## src/rtl/alu_pkg.sv

```systemverilog
// alu_pkg: shared ALU select codes, op-class encoding and datapath width
// Consumed by the issue stage, its forwarding muxes and the downstream ALU.
package alu_pkg;
  localparam int XLEN_DEF = 32;
  typedef enum logic [3:0] {
    ALU_ADD  = 4'b0000,
    ALU_SUB  = 4'b0001,
    ALU_OR   = 4'b0100,
    ALU_AND  = 4'b0101,
    ALU_XOR  = 4'b0111,
    ALU_SLL  = 4'b1000,
    ALU_SRL  = 4'b1001,
    ALU_SRA  = 4'b1010,
    ALU_SLT  = 4'b1101,
    ALU_SLTU = 4'b1111
  } alu_sel_e;
  typedef enum logic [2:0] {
    OP_R      = 3'd0,
    OP_I      = 3'd1,
    OP_LUI    = 3'd2,
    OP_AUIPC  = 3'd3,
    OP_LOAD   = 3'd4,
    OP_STORE  = 3'd5,
    OP_BRANCH = 3'd6,
    OP_RSVD   = 3'd7
  } op_class_e;
  function automatic alu_sel_e funct3_sel(input logic [2:0] f3, input logic b5, input logic is_r);
    case (f3)
      3'b000:  return (is_r && b5) ? ALU_SUB : ALU_ADD;
      3'b001:  return ALU_SLL;
      3'b010:  return ALU_SLT;
      3'b011:  return ALU_SLTU;
      3'b100:  return ALU_XOR;
      3'b101:  return b5 ? ALU_SRA : ALU_SRL;
      3'b110:  return ALU_OR;
      default: return ALU_AND;
    endcase
  endfunction
endpackage

```

## src/rtl/alu_fwd_mux.sv

```systemverilog
// alu_fwd_mux: selects one source operand from x0, EX/MEM, MEM/WB or the register file
// Ports: addr/rf_data (register-file read), exm_* (EX/MEM result), wb_* (MEM/WB result),
// fwd_data (forwarded operand). Purely combinational.
module alu_fwd_mux import alu_pkg::*; #(
  parameter int XLEN = XLEN_DEF
) (
  input  logic [4:0]      addr,
  input  logic [XLEN-1:0] rf_data,
  input  logic            exm_wen,
  input  logic            exm_is_load,
  input  logic [4:0]      exm_rd,
  input  logic [XLEN-1:0] exm_data,
  input  logic            wb_wen,
  input  logic [4:0]      wb_rd,
  input  logic [XLEN-1:0] wb_data,
  output logic [XLEN-1:0] fwd_data
);
  logic exm_hit;
  logic wb_hit;
  always_comb begin
    // a load in EX/MEM has no data yet; the hazard logic stalls instead
    exm_hit  = exm_wen && !exm_is_load && exm_rd == addr;
    wb_hit   = wb_wen && wb_rd == addr;
    fwd_data = addr == 5'd0 ? '0 : exm_hit ? exm_data : wb_hit ? wb_data : rf_data;
  end
endmodule

```

## src/rtl/alu_issue_stage.sv

```systemverilog
// alu_issue_stage: forwards operands, decodes ALU select and registers the ALU issue slot
// Ports: in_* decoded instruction with valid/ready, exm_*/wb_* forwarding sources,
// flush kills held and incoming instruction, out_* registered ALU operands with
// valid/ready, stall_cycles saturating count of load-use stall cycles.
module alu_issue_stage import alu_pkg::*; #(
  parameter int XLEN = XLEN_DEF
) (
  input  logic            clk,
  input  logic            rst_n,
  input  logic            in_valid,
  output logic            in_ready,
  input  logic [2:0]      in_op_class,
  input  logic [2:0]      in_funct3,
  input  logic            in_funct7_b5,
  input  logic [XLEN-1:0] in_pc,
  input  logic [XLEN-1:0] in_imm,
  input  logic [XLEN-1:0] in_rs1_data,
  input  logic [XLEN-1:0] in_rs2_data,
  input  logic [4:0]      in_rs1_addr,
  input  logic [4:0]      in_rs2_addr,
  input  logic [4:0]      in_rd,
  input  logic            exm_wen,
  input  logic            exm_is_load,
  input  logic [4:0]      exm_rd,
  input  logic [XLEN-1:0] exm_data,
  input  logic            wb_wen,
  input  logic [4:0]      wb_rd,
  input  logic [XLEN-1:0] wb_data,
  input  logic            flush,
  output logic            out_valid,
  input  logic            out_ready,
  output logic [XLEN-1:0] out_a,
  output logic [XLEN-1:0] out_b,
  output logic [XLEN-1:0] out_store_data,
  output logic [XLEN-1:0] out_pc,
  output logic [3:0]      out_alu_select,
  output logic [4:0]      out_rd,
  output logic [2:0]      out_op_class,
  output logic [31:0]     stall_cycles
);
  logic [XLEN-1:0] rs1_fwd, rs2_fwd;
  logic [XLEN-1:0] a, b, sd;
  logic [XLEN-1:0] a_d, a_q, b_d, b_q, sd_d, sd_q, pc_d, pc_q;
  logic [3:0]      sel_d, sel_q;
  logic [4:0]      rd, rd_d, rd_q;
  logic [2:0]      cls_d, cls_q;
  logic            valid_d, valid_q;
  logic [31:0]     stall_d, stall_q;
  logic            use_rs1, use_rs2, hazard, capture;
  op_class_e       cls;
  alu_sel_e        sel;

  alu_fwd_mux #(.XLEN(XLEN)) u_fwd_rs1 (
    .addr(in_rs1_addr), .rf_data(in_rs1_data),
    .exm_wen(exm_wen), .exm_is_load(exm_is_load), .exm_rd(exm_rd), .exm_data(exm_data),
    .wb_wen(wb_wen), .wb_rd(wb_rd), .wb_data(wb_data), .fwd_data(rs1_fwd)
  );
  alu_fwd_mux #(.XLEN(XLEN)) u_fwd_rs2 (
    .addr(in_rs2_addr), .rf_data(in_rs2_data),
    .exm_wen(exm_wen), .exm_is_load(exm_is_load), .exm_rd(exm_rd), .exm_data(exm_data),
    .wb_wen(wb_wen), .wb_rd(wb_rd), .wb_data(wb_data), .fwd_data(rs2_fwd)
  );

  always_comb begin
    cls     = op_class_e'(in_op_class);
    use_rs1 = cls inside {OP_R, OP_I, OP_LOAD, OP_STORE, OP_BRANCH};
    use_rs2 = cls inside {OP_R, OP_STORE, OP_BRANCH};
    hazard  = in_valid && exm_wen && exm_is_load && exm_rd != 5'd0 &&
              ((use_rs1 && exm_rd == in_rs1_addr) || (use_rs2 && exm_rd == in_rs2_addr));
    // flush drains everything, so the upstream may always hand over its doomed instruction
    in_ready = flush || ((!valid_q || out_ready) && !hazard);
    capture  = in_valid && in_ready && !flush;
    sel = (cls == OP_R || cls == OP_I) ? funct3_sel(in_funct3, in_funct7_b5, cls == OP_R) :
          cls == OP_BRANCH ? (in_funct3[2:1] == 2'b10 ? ALU_SLT :
                              in_funct3[2:1] == 2'b11 ? ALU_SLTU : ALU_SUB) : ALU_ADD;
    a  = (cls == OP_LUI || cls == OP_RSVD) ? '0 : cls == OP_AUIPC ? in_pc : rs1_fwd;
    b  = (cls == OP_R || cls == OP_BRANCH) ? rs2_fwd : cls == OP_RSVD ? '0 : in_imm;
    sd = cls == OP_STORE ? rs2_fwd : '0;
    rd = (cls == OP_BRANCH || cls == OP_RSVD) ? 5'd0 : in_rd;
    a_d     = capture ? a : a_q;
    b_d     = capture ? b : b_q;
    sd_d    = capture ? sd : sd_q;
    pc_d    = capture ? in_pc : pc_q;
    sel_d   = capture ? sel : sel_q;
    rd_d    = capture ? rd : rd_q;
    cls_d   = capture ? in_op_class : cls_q;
    valid_d = flush ? 1'b0 : capture ? 1'b1 : (out_ready ? 1'b0 : valid_q);
    stall_d = (hazard && !flush && stall_q != 32'hFFFF_FFFF) ? stall_q + 32'd1 : stall_q;
  end

  always_ff @(posedge clk or negedge rst_n) begin
    if (!rst_n) begin
      a_q     <= '0;
      b_q     <= '0;
      sd_q    <= '0;
      pc_q    <= '0;
      sel_q   <= ALU_ADD;
      rd_q    <= '0;
      cls_q   <= '0;
      valid_q <= 1'b0;
      stall_q <= '0;
    end else begin
      a_q     <= a_d;
      b_q     <= b_d;
      sd_q    <= sd_d;
      pc_q    <= pc_d;
      sel_q   <= sel_d;
      rd_q    <= rd_d;
      cls_q   <= cls_d;
      valid_q <= valid_d;
      stall_q <= stall_d;
    end
  end

  assign out_valid      = valid_q;
  assign out_a          = a_q;
  assign out_b          = b_q;
  assign out_store_data = sd_q;
  assign out_pc         = pc_q;
  assign out_alu_select = sel_q;
  assign out_rd         = rd_q;
  assign out_op_class   = cls_q;
  assign stall_cycles   = stall_q;
endmodule

```

## config.mk

```make
export PLATFORM = sky130hd
export DESIGN_NAME = alu_issue_stage
export DESIGN_NICKNAME = d
export VERILOG_FILES = /design/src/rtl/alu_pkg.sv /design/src/rtl/alu_fwd_mux.sv /design/src/rtl/alu_issue_stage.sv
export SDC_FILE = /design/constraint.sdc
export NUM_CORES = 1
export LEC_CHECK = 0
export BUFFER_PORTS_ARGS = -buffer_cell sky130_fd_sc_hd__clkbuf_2
export CELL_PAD_IN_SITES_DETAIL_PLACEMENT = 0
export CELL_PAD_IN_SITES_GLOBAL_PLACEMENT = 2
export CORE_ASPECT_RATIO = 0.6
export CORE_UTILIZATION = 30
export DETAILED_ROUTE_END_ITERATION = 16
export PLACE_DENSITY = 0.89
export SETUP_SLACK_MARGIN = 0.2
export SLEW_MARGIN = 10
export SYNTH_ARGS = -nofsm -noshare
export SYNTH_HDL_FRONTEND = slang
export SYNTH_SLANG_ARGS = --single-unit
```

## constraint.sdc

```tcl
create_clock -name clk -period 5.46 [get_ports clk]
set_clock_uncertainty 0.15 [all_clocks]
set_input_delay 0.273 -clock clk [delete_from_list [all_inputs] [get_ports clk]]
set_output_delay 0.273 -clock clk [all_outputs]
set_load 0.01 [all_outputs]
```

* Word-level counts from Yosys, hierarchy flattened
Index checks and enable logic that the tools add are counted.
Widths: inputs -> output; s select.
** Word-level totals
- Register bits :: 173
- Input port bits :: 232
- Output and inout port bits :: 174
- Logic and storage cells :: 88
** Cells by class
- Add/subtract/negate cells :: 1
- Equal/unequal tests :: 20
- Multiplexer cells :: 22
- Reduce and logical (&&, ||, !) cells :: 36
** Operators with widths (count)
- $mux 32 :: 11
- $add 32x1->32 const B :: 1
- $ne 32x32->1 const B :: 1
- $pmux 4 s7 :: 1
- $eq 3x3->1 const B :: 7
- $eq 5x5->1 :: 4
- $logic_and 1x1->1 :: 17
- $mux 4 :: 4
- $eq 3x2->1 const B :: 4
- $logic_not 5->1 :: 2
- $reduce_bool 5->1 :: 2
- $logic_or 1x1->1 :: 7
- $eq 3x1->1 const B :: 2
- $logic_not 3->1 :: 2
- $reduce_bool 3->1 :: 2
- $mux 5 :: 1
- $eq 2x2->1 const B :: 2
- $logic_not 1->1 :: 4
- $mux 1 :: 4
- $mux 2 :: 1

* Longest topological paths before layout
Gate-level depths: netlist (run 1).
- Depth after elaboration :: 12
- Gate-level depth with buffers :: 10
- Mapped depth without buffers :: 7

* Modules after synthesis
From an unflattened synthesis (run 1), not the netlist that was laid out.
** Unflattened totals
- Cells, all modules :: 1067
- Area, all modules :: 10457.5 sq um
** Modules (own cells, without submodules)
- alu_issue_stage :: instances 1, cells an instance 715, area an instance 8310.5 sq um, sequential area each 4329.2 sq um
- alu_fwd_mux :: instances 2, cells an instance 176, area an instance 1073.5 sq um, sequential area each 0.0 sq um

* Worst setup path before layout (run 1)
Ideal clock, no wire load.
- Kind :: input -> register
- Start :: input in_op_class[0]
- End :: register cls_q[1] (netlist: out_op_class[1])
- Library setup time :: 0.128 ns
- Data arrival time :: 2.360 ns
- Required time :: 5.182 ns
- Setup slack :: 2.823 ns
- Cell stages on the path :: 9
- Path buffers :: 3
- Path through :: buf_4 inv_2 or3_1 a2111o_1 a221oi_4 or2_1 buf_4 buf_4 mux2_1
** Between the ends
- Word-level cells in the longest chain between the ends :: 10
- Elaborated cells on any way between the ends :: 16
- Those cells by class :: eq/ne (4); reduce/logical (12)
** Ends and longest elaborated chain
- start: declaration :: line alu_issue_stage.sv:12 : input logic [2:0] in_op_class,
- $eq 3x1->1 (tied with other cells) :: line alu_issue_stage.sv:66 : use_rs1 = cls inside {OP_R, OP_I, OP_LOAD, OP_STORE, OP_BRANCH};
- $reduce_bool 5->1 / $reduce_bool 3->1 (equally long branches) :: line alu_issue_stage.sv:66, alu_issue_stage.sv:67
- $logic_and 1x1->1 :: line alu_issue_stage.sv:69 : ((use_rs1 && exm_rd == in_rs1_addr) || (use_rs2 && exm_rd == in_rs2_addr));
- $logic_or 1x1->1 (*) :: line alu_issue_stage.sv:69
- $logic_and 1x1->1 (*) :: line alu_issue_stage.sv:68 : hazard = in_valid && exm_wen && exm_is_load && exm_rd != 5'd0 &&
- $logic_not 1->1 (*) :: line alu_issue_stage.sv:71 : in_ready = flush || ((!valid_q || out_ready) && !hazard);
- $logic_and 1x1->1 (*) :: line alu_issue_stage.sv:71
- $logic_or 1x1->1 (*) :: line alu_issue_stage.sv:71
- $logic_and 1x1->1 (*) (2 in a row) :: line alu_issue_stage.sv:72 : capture = in_valid && in_ready && !flush;
- end signal: assignment :: line alu_issue_stage.sv:109 : cls_q <= cls_d;
- end: declaration :: line alu_issue_stage.sv:46 : logic [2:0] cls_d, cls_q;
Mark *: on every way between the ends. The rest lies on a longest branch, timed or not.
A chain may end at the register's enable or synchronous reset.

* Final worst setup path (run 1)
- Start :: input in_op_class[1]
- End :: output in_ready
** Between the ends
- Word-level cells in the longest chain between the ends :: 8
- Elaborated cells on any way between the ends :: 14
- Those cells by class :: eq/ne (4); reduce/logical (10)
** Ends and longest elaborated chain
- $eq 3x1->1 (tied with other cells) :: line alu_issue_stage.sv:66
- $reduce_bool 5->1 / $reduce_bool 3->1 (equally long branches) :: line alu_issue_stage.sv:66, alu_issue_stage.sv:67
- $logic_and 1x1->1 :: line alu_issue_stage.sv:69
- $logic_or 1x1->1 (*) :: line alu_issue_stage.sv:69
- $logic_and 1x1->1 (*) :: line alu_issue_stage.sv:68
- $logic_not 1->1 (*) :: line alu_issue_stage.sv:71
- $logic_and 1x1->1 (*) :: line alu_issue_stage.sv:71
- $logic_or 1x1->1 (*) :: line alu_issue_stage.sv:71
- end: declaration :: line alu_issue_stage.sv:11 : output logic in_ready,
Marked as above.

==> out/metrics.csv, run 1 <==
metric,value,unit
post-synth top area share,0.4502,
# fillers,3107,
RSZ-0062 raised after global routing,no,
met2 usage,0.3837,
FF/Latch Area,4329,µm²
"Top FF cell, synth",dfrtp_1,
chip width,233.1,µm
Fmax achieved,288.0,MHz
fin crit share,0.6360,
Post-DP Area,11960,µm²
Fin. Hold Viols,0,
met1 Use GR,0.3824,
Mapped Cells,1000,
worst hold path class,primary input to register,
syn_nets,1233,
post-synthesis cell area,9617,µm²
M3 GR Usage,0.06715,
synth warn,0,
htree depth,4,
post-route setup TNS,0,ns
sequence of cells on the critical path,clkbuf_2 -> nand2_1 -> a21o_1 -> a2111o_1 -> a221oi_4 -> buf_4 -> nor2_1 -> clkbuf_2,
largest net degree at the start of global routing,81,
design area,13310,µm²
final WL,43780,µm
Mean Syn Cell Area,9.617,µm²
Root Driver,clkbuf_16,
Die Span Y,140.7,µm
VDD IR-drop max,0.0002184,V
Slowest cell on crit path,buf_4,
fin nets,1651,
Startpoint Class,primary input,
Worst-path clk slew,0.07,ns
number of global-route vias before repair,9834,
DR vias,10210,
floorplan row count,50,
Max Slew Vio Count,0,
sequential area share after synthesis,0.4502,
antenna violations before repair,1,
Crit path max-delay family,compound AO/OA/AOI/OAI gates,
drt first-iter violations,1007,
# port buffers,405,
share of cells above drive strength 1,0.3277,
Max clock buf depth,2,
crit path max fanout,80,
Slew HR,0.2124,
Max Cap Viol,0,
Leak,6.111,nW
via/cell ratio,5.525,
Worst Tran Pin Value,1.179,ns
ys async rst share,1.000,
busiest metal layer after global routing,met2,
Worst setup EP type,output pin,
Final Critical Period,3.473,ns
Synth cell types,45,
Detailed Place HPWL,30870,µm
critical path type,primary input to output pin,
first-pass GRT wire length,64030,µm
final setup violating endpoints,0,
area grow syn2layout,38.39,%
Routed Antenna Nets,0,
#FFs+latches synth,173,
CTS buffer count,17,
top post-synthesis cells by area,"dfrtp_1 45%, o21ai_0 6.2%, o2bb2ai_1 5.8%",
Post-synth EDFFs,0,
routability congestion estimate,0.9439,
die area,32800,µm²
Multi-input gate area,4937,µm²
CP arrival,3.05,ns
routed wire length per instance,23.69,µm
clock sinks,173,
pwr dens,275.3,nW/µm²
total track usage,0.2628,
first drt pass iteration count,7,
# DRC,0,
cell accounting for the most synthesized area,dfrtp_1,
CTS tree,yes,
worst skew pair latency,0.45,ns
Core ar.,31340,µm²
Worst Path Required,5.04,ns
status,completed,
I/O pin cnt,406,
grt ovf,0,
Worst path max stage delay,0.70,ns
starting density of the core,0.3068,
cell mode on critical path,clkbuf_2,
buffers and inverters on the worst path,3,
final timing paths:
path | from | end | slack, ns | cells after the start
min in group asynchronous | rst_n | stall_cycles[29] | 0.28 | 2
max | in_op_class[1] | in_ready | 1.99 | 8
max reg2reg | out_valid | out_pc[20] | 2.65 | 5
min reg2reg | out_a[17] | out_a[17] | 0.34 | 1
min | exm_data[23] | out_store_data[23] | 0.02 | 3
max in group asynchronous | rst_n | out_b[26] | 3.64 | 3
worst reg2reg max path, cell delays in order, from the launching register on:
cell	delay [ns]
dfrtp_1	0.35
nand2b_1	0.13
nand2_4	0.67
or2_4	0.62
buf_12	0.32
mux2_1	0.45
state kept, by name, summed over array words and instances (netlist names):
register        flops
out_rd              5
out_pc             32
out_b              32
out_alu_select      4
out_op_class        3
stall_cycles       32
out_a              32
out_valid           1
out_store_data     32
cells in the final DEF, fill, tap and decap left out, types with 4 or more instances in the layout:
| cell | instances |
|---|---|
| a21oi_1 | 67 |
| a2bb2oi_1 | 32 |
| mux2_1 | 33 |
| a211o_1 | 33 |
| and2_1 | 7 |
| a211oi_1 | 32 |
| dlygate4sd3_1 | 75 |
| xnor2_1 | 44 |
| o31ai_1 | 33 |
| o22a_1 | 32 |
| nor3_1 | 7 |
| clkinvlp_4 | 4 |
| clkbuf_2 | 404 |
| nor2_1 | 41 |
| nand2_1 | 45 |
| buf_4 | 14 |
| nand3_1 | 50 |
| o21ai_0 | 119 |
| dfrtp_1 | 173 |
| nand4_1 | 21 |
| and3_1 | 22 |
| clkbuf_16 | 17 |
| xor2_1 | 7 |
| o2bb2ai_1 | 64 |
Yosys cell counts, drive strengths merged (2+ instances only):
master	instances
and3	23
dfrtp	173
or3	2
clkbuf	74
nand2	46
nor3	7
or2	5
xnor2	45
a22oi	2
and2	8
mux2	35
a21o	2
a2bb2oi	32
nand4	21
and4	3
a211o	33
buf	22
o22a	32
o2bb2ai	64
o21ai	121
xor2	7
nor2	44
nand2b	2
a21oi	69
inv	3
a211oi	32
o31ai	33
nand3	50
routing by layer:
layer  vias to the layer above  share of wire
li1                       4625              -
met1                      5056           0.46
met2                       491           0.44
met3                        38          0.084
met4                         0          0.015
met5                         -              0
power breakdown:
group	total (mW)	switching, mW	internal [mW]
combinational	0.849	0.475	0.374
sequential	1.52	0.0914	1.43
clock	1.29	0.593	0.700
repair_timing:
item / in CTS / in global routing
hold buffers: 75 / 0
setup buffers: 0 / 0
gates resized for setup: 0 / 0
hold endpoints to repair: 180 / 0
metrics by stage:
stage	util	power [mW]	hold slack [ns]	worst slack, ns	std cells
after floorplan	-	1.911	-0.1726	2.823	1000
after global placement	0.3816	2.334	0.2149	1.726	1740
after detailed placement	0.3816	2.347	0.2226	1.725	1740
after CTS	0.4246	3.688	0.0004983	1.985	1847
after global routing	0.4246	3.824	0.004598	1.885	1848
final	0.4246	3.665	0.01776	1.987	1848
area by class of cell:
class / instances / share of cell area
clock buffer: 20 / 0.03356
tap: 416 / 0.03911
inverter: 3 / 0.0008461
clock inverter: 12 / 0.01128
multi-input combinational: 728 / 0.3710
sequential: 173 / 0.3253
timing repair buffer: 495 / 0.2188
antenna: 1 / 0.0001880
cell families after synthesis:
logic type / count (synthesis) / share of synthesized area
AO/OA/AOI/OAI: 425 / 0.3054
AND/OR/NAND/NOR: 214 / 0.1093
flip-flops: 173 / 0.4502
buffers and inverters: 99 / 0.04450
XOR/XNOR: 52 / 0.04736
multiplexers: 36 / 0.04202
adder cells (fa/ha/maj): 1 / 0.001301
Power figures use the tool's default switching activity.
==> inputs of run 2 (changes only) <==
- CORE_UTILIZATION: 30 -> 28
- PLACE_DENSITY: 0.89 -> 0.84
- clock period: 5.46 -> 3.2 ns (I/O delays scaled with it)
==> out/metrics.csv, run 2 (same netlist as run 1, synthesis figures left out) <==
metric,value,unit
I/O pin cnt,406,
Max clock buf depth,2,
# DRC,0,
Root Driver,clkbuf_16,
most frequent cells in the layout,"404 x clkbuf_2, 178 x dlygate4sd3_1, 173 x dfrtp_1, 119 x o21ai_0, 67 x a21oi_1",
chip width,241.3,µm
Fmax achieved,350.8,MHz
Final Critical Period,2.851,ns
Max Slew Vio Count,0,
CTS buffer count,17,
largest net degree at the start of global routing,92,
Worst Tran Pin Value,1.270,ns
clock sinks,173,
Worst Path Required,3.44,ns
starting density of the core,0.2848,
Die Span Y,145.6,µm
Max Cap Viol,0,
"most common cell after layout, fill and taps aside",clkbuf_2,
share of cells above drive strength 1,0.3131,
critical path type,primary input to register,
CTS tree,yes,
die area,35110,µm²
antenna violations before repair,9,
post-route setup TNS,0,ns
floorplan row count,52,
Core ar.,33770,µm²
clock network fraction of design power,0.328,
status,completed,
Total Power,6.258,mW
Seq pwr share,0.415,
internal power,4.300,mW
routability congestion estimate,0.8847,
combinational power share,0.258,
first drt pass iteration count,7,
fin crit share,0.8908,
Worst-path clk slew,0.07,ns
pwr dens,429.4,nW/µm²
Net Sw Frac,0.3129,
final WL,45980,µm
Startpoint Class,primary input,
via/cell ratio,5.344,
final setup violating endpoints,0,
Fin. Hold Viols,0,
DR vias,10774,
total track usage,0.2551,
worst hold path class,primary input to register,
CP arrival,3.09,ns
drt first-iter violations,850,
Detailed Place HPWL,32050,µm
Routed Antenna Nets,0,
setup bufs post-CTS,0,
RSZ-0062 raised after global routing,no,
Worst setup EP type,register,
fin nets,1772,
Slew HR,0.1527,
number of global-route vias before repair,10426,
area grow syn2layout,51.55,%
Sw Pwr,1.958,mW
routed wire length per instance,22.81,µm
grt ovf,0,
# port buffers,405,
worst skew pair latency,0.44,ns
htree depth,4,
crit path max fanout,46,
VDD IR-drop max,0.0003809,V
Leak,6.635,nW
first-pass GRT wire length,66660,µm
[run 2: stage by stage]
stage	instances	utilization	hold slack, ns	instance area (µm²)	setup WS, ns
detailed placement	1799	0.3611	0.1354	12190	0.2489
CTS	2009	0.4306	0.001646	14540	0.2573
global placement	1799	0.3611	0.1345	12190	0.2763
global route	2015	0.4315	0.02544	14570	0.2347
floorplan	1000	-	-0.2856	9617	0.6759
finish	2016	0.4316	0.02529	14570	0.3494
[run 2: area by class of cell]
class	count	area, µm²
Fill cell	3401	19190
Clock inverter	10	80.08
Antenna cell	5	12.51
Sequential cell	173	4329
Multi-Input combinational cell	729	4928
Inverter	3	11.26
Clock buffer	22	484.2
Timing Repair Buffer	615	4154
Tap cell	459	574.3
[run 2: worst max-delay path, stage by stage]
cell and delay, ns:
clkbuf_2 0.14, or2_1 0.29, a21o_1 0.22, a2111o_1 0.46, a221oi_4 0.36, clkbuf_16 0.34
buf_4 0.29, a211o_1 0.13, o22a_1 0.11, dlygate4sd3_1 0.55
[run 2: power groups by stage]
stage,Combinational [mW],Sequential (mW),Clock (mW)
finish,1.61,2.60,2.05
global route,1.73,2.63,2.20
CTS,1.60,2.59,2.12
detailed placement,1.39,2.63,0
global placement,1.37,2.63,0
floorplan,0.524,2.74,0
[run 2: timing repair]
action / CTS / global route
endpoints found under the setup margin: 0 / 12
hold buffers: 178 / 0
resized for setup: 0 / 1
endpoints found under the hold margin: 220 / 0
[run 2: final timing paths]
check	slack [ns]	cells after the start	to	startpoint
min	0.03	4	out_b[27]	in_rs2_data[27]
min in group asynchronous	0.18	2	out_rd[1]	rst_n
max in group asynchronous	1.90	3	out_pc[0]	rst_n
min reg2reg	0.34	1	out_a[6]	out_a[6]
max	0.35	10	out_b[30]	in_op_class[1]
max reg2reg	0.58	7	out_b[5]	out_valid
[run 2: layer usage]
layer | vias to the layer above | routed length (µm) | global-route usage
li1 | 4866 | - | -
met1 | 5311 | 20220 | 0.3564
met2 | 534 | 20590 | 0.3825
met3 | 61 | 4160 | 0.07473
met4 | 2 | 1006 | 0.06646
met5 | - | 7 | 0
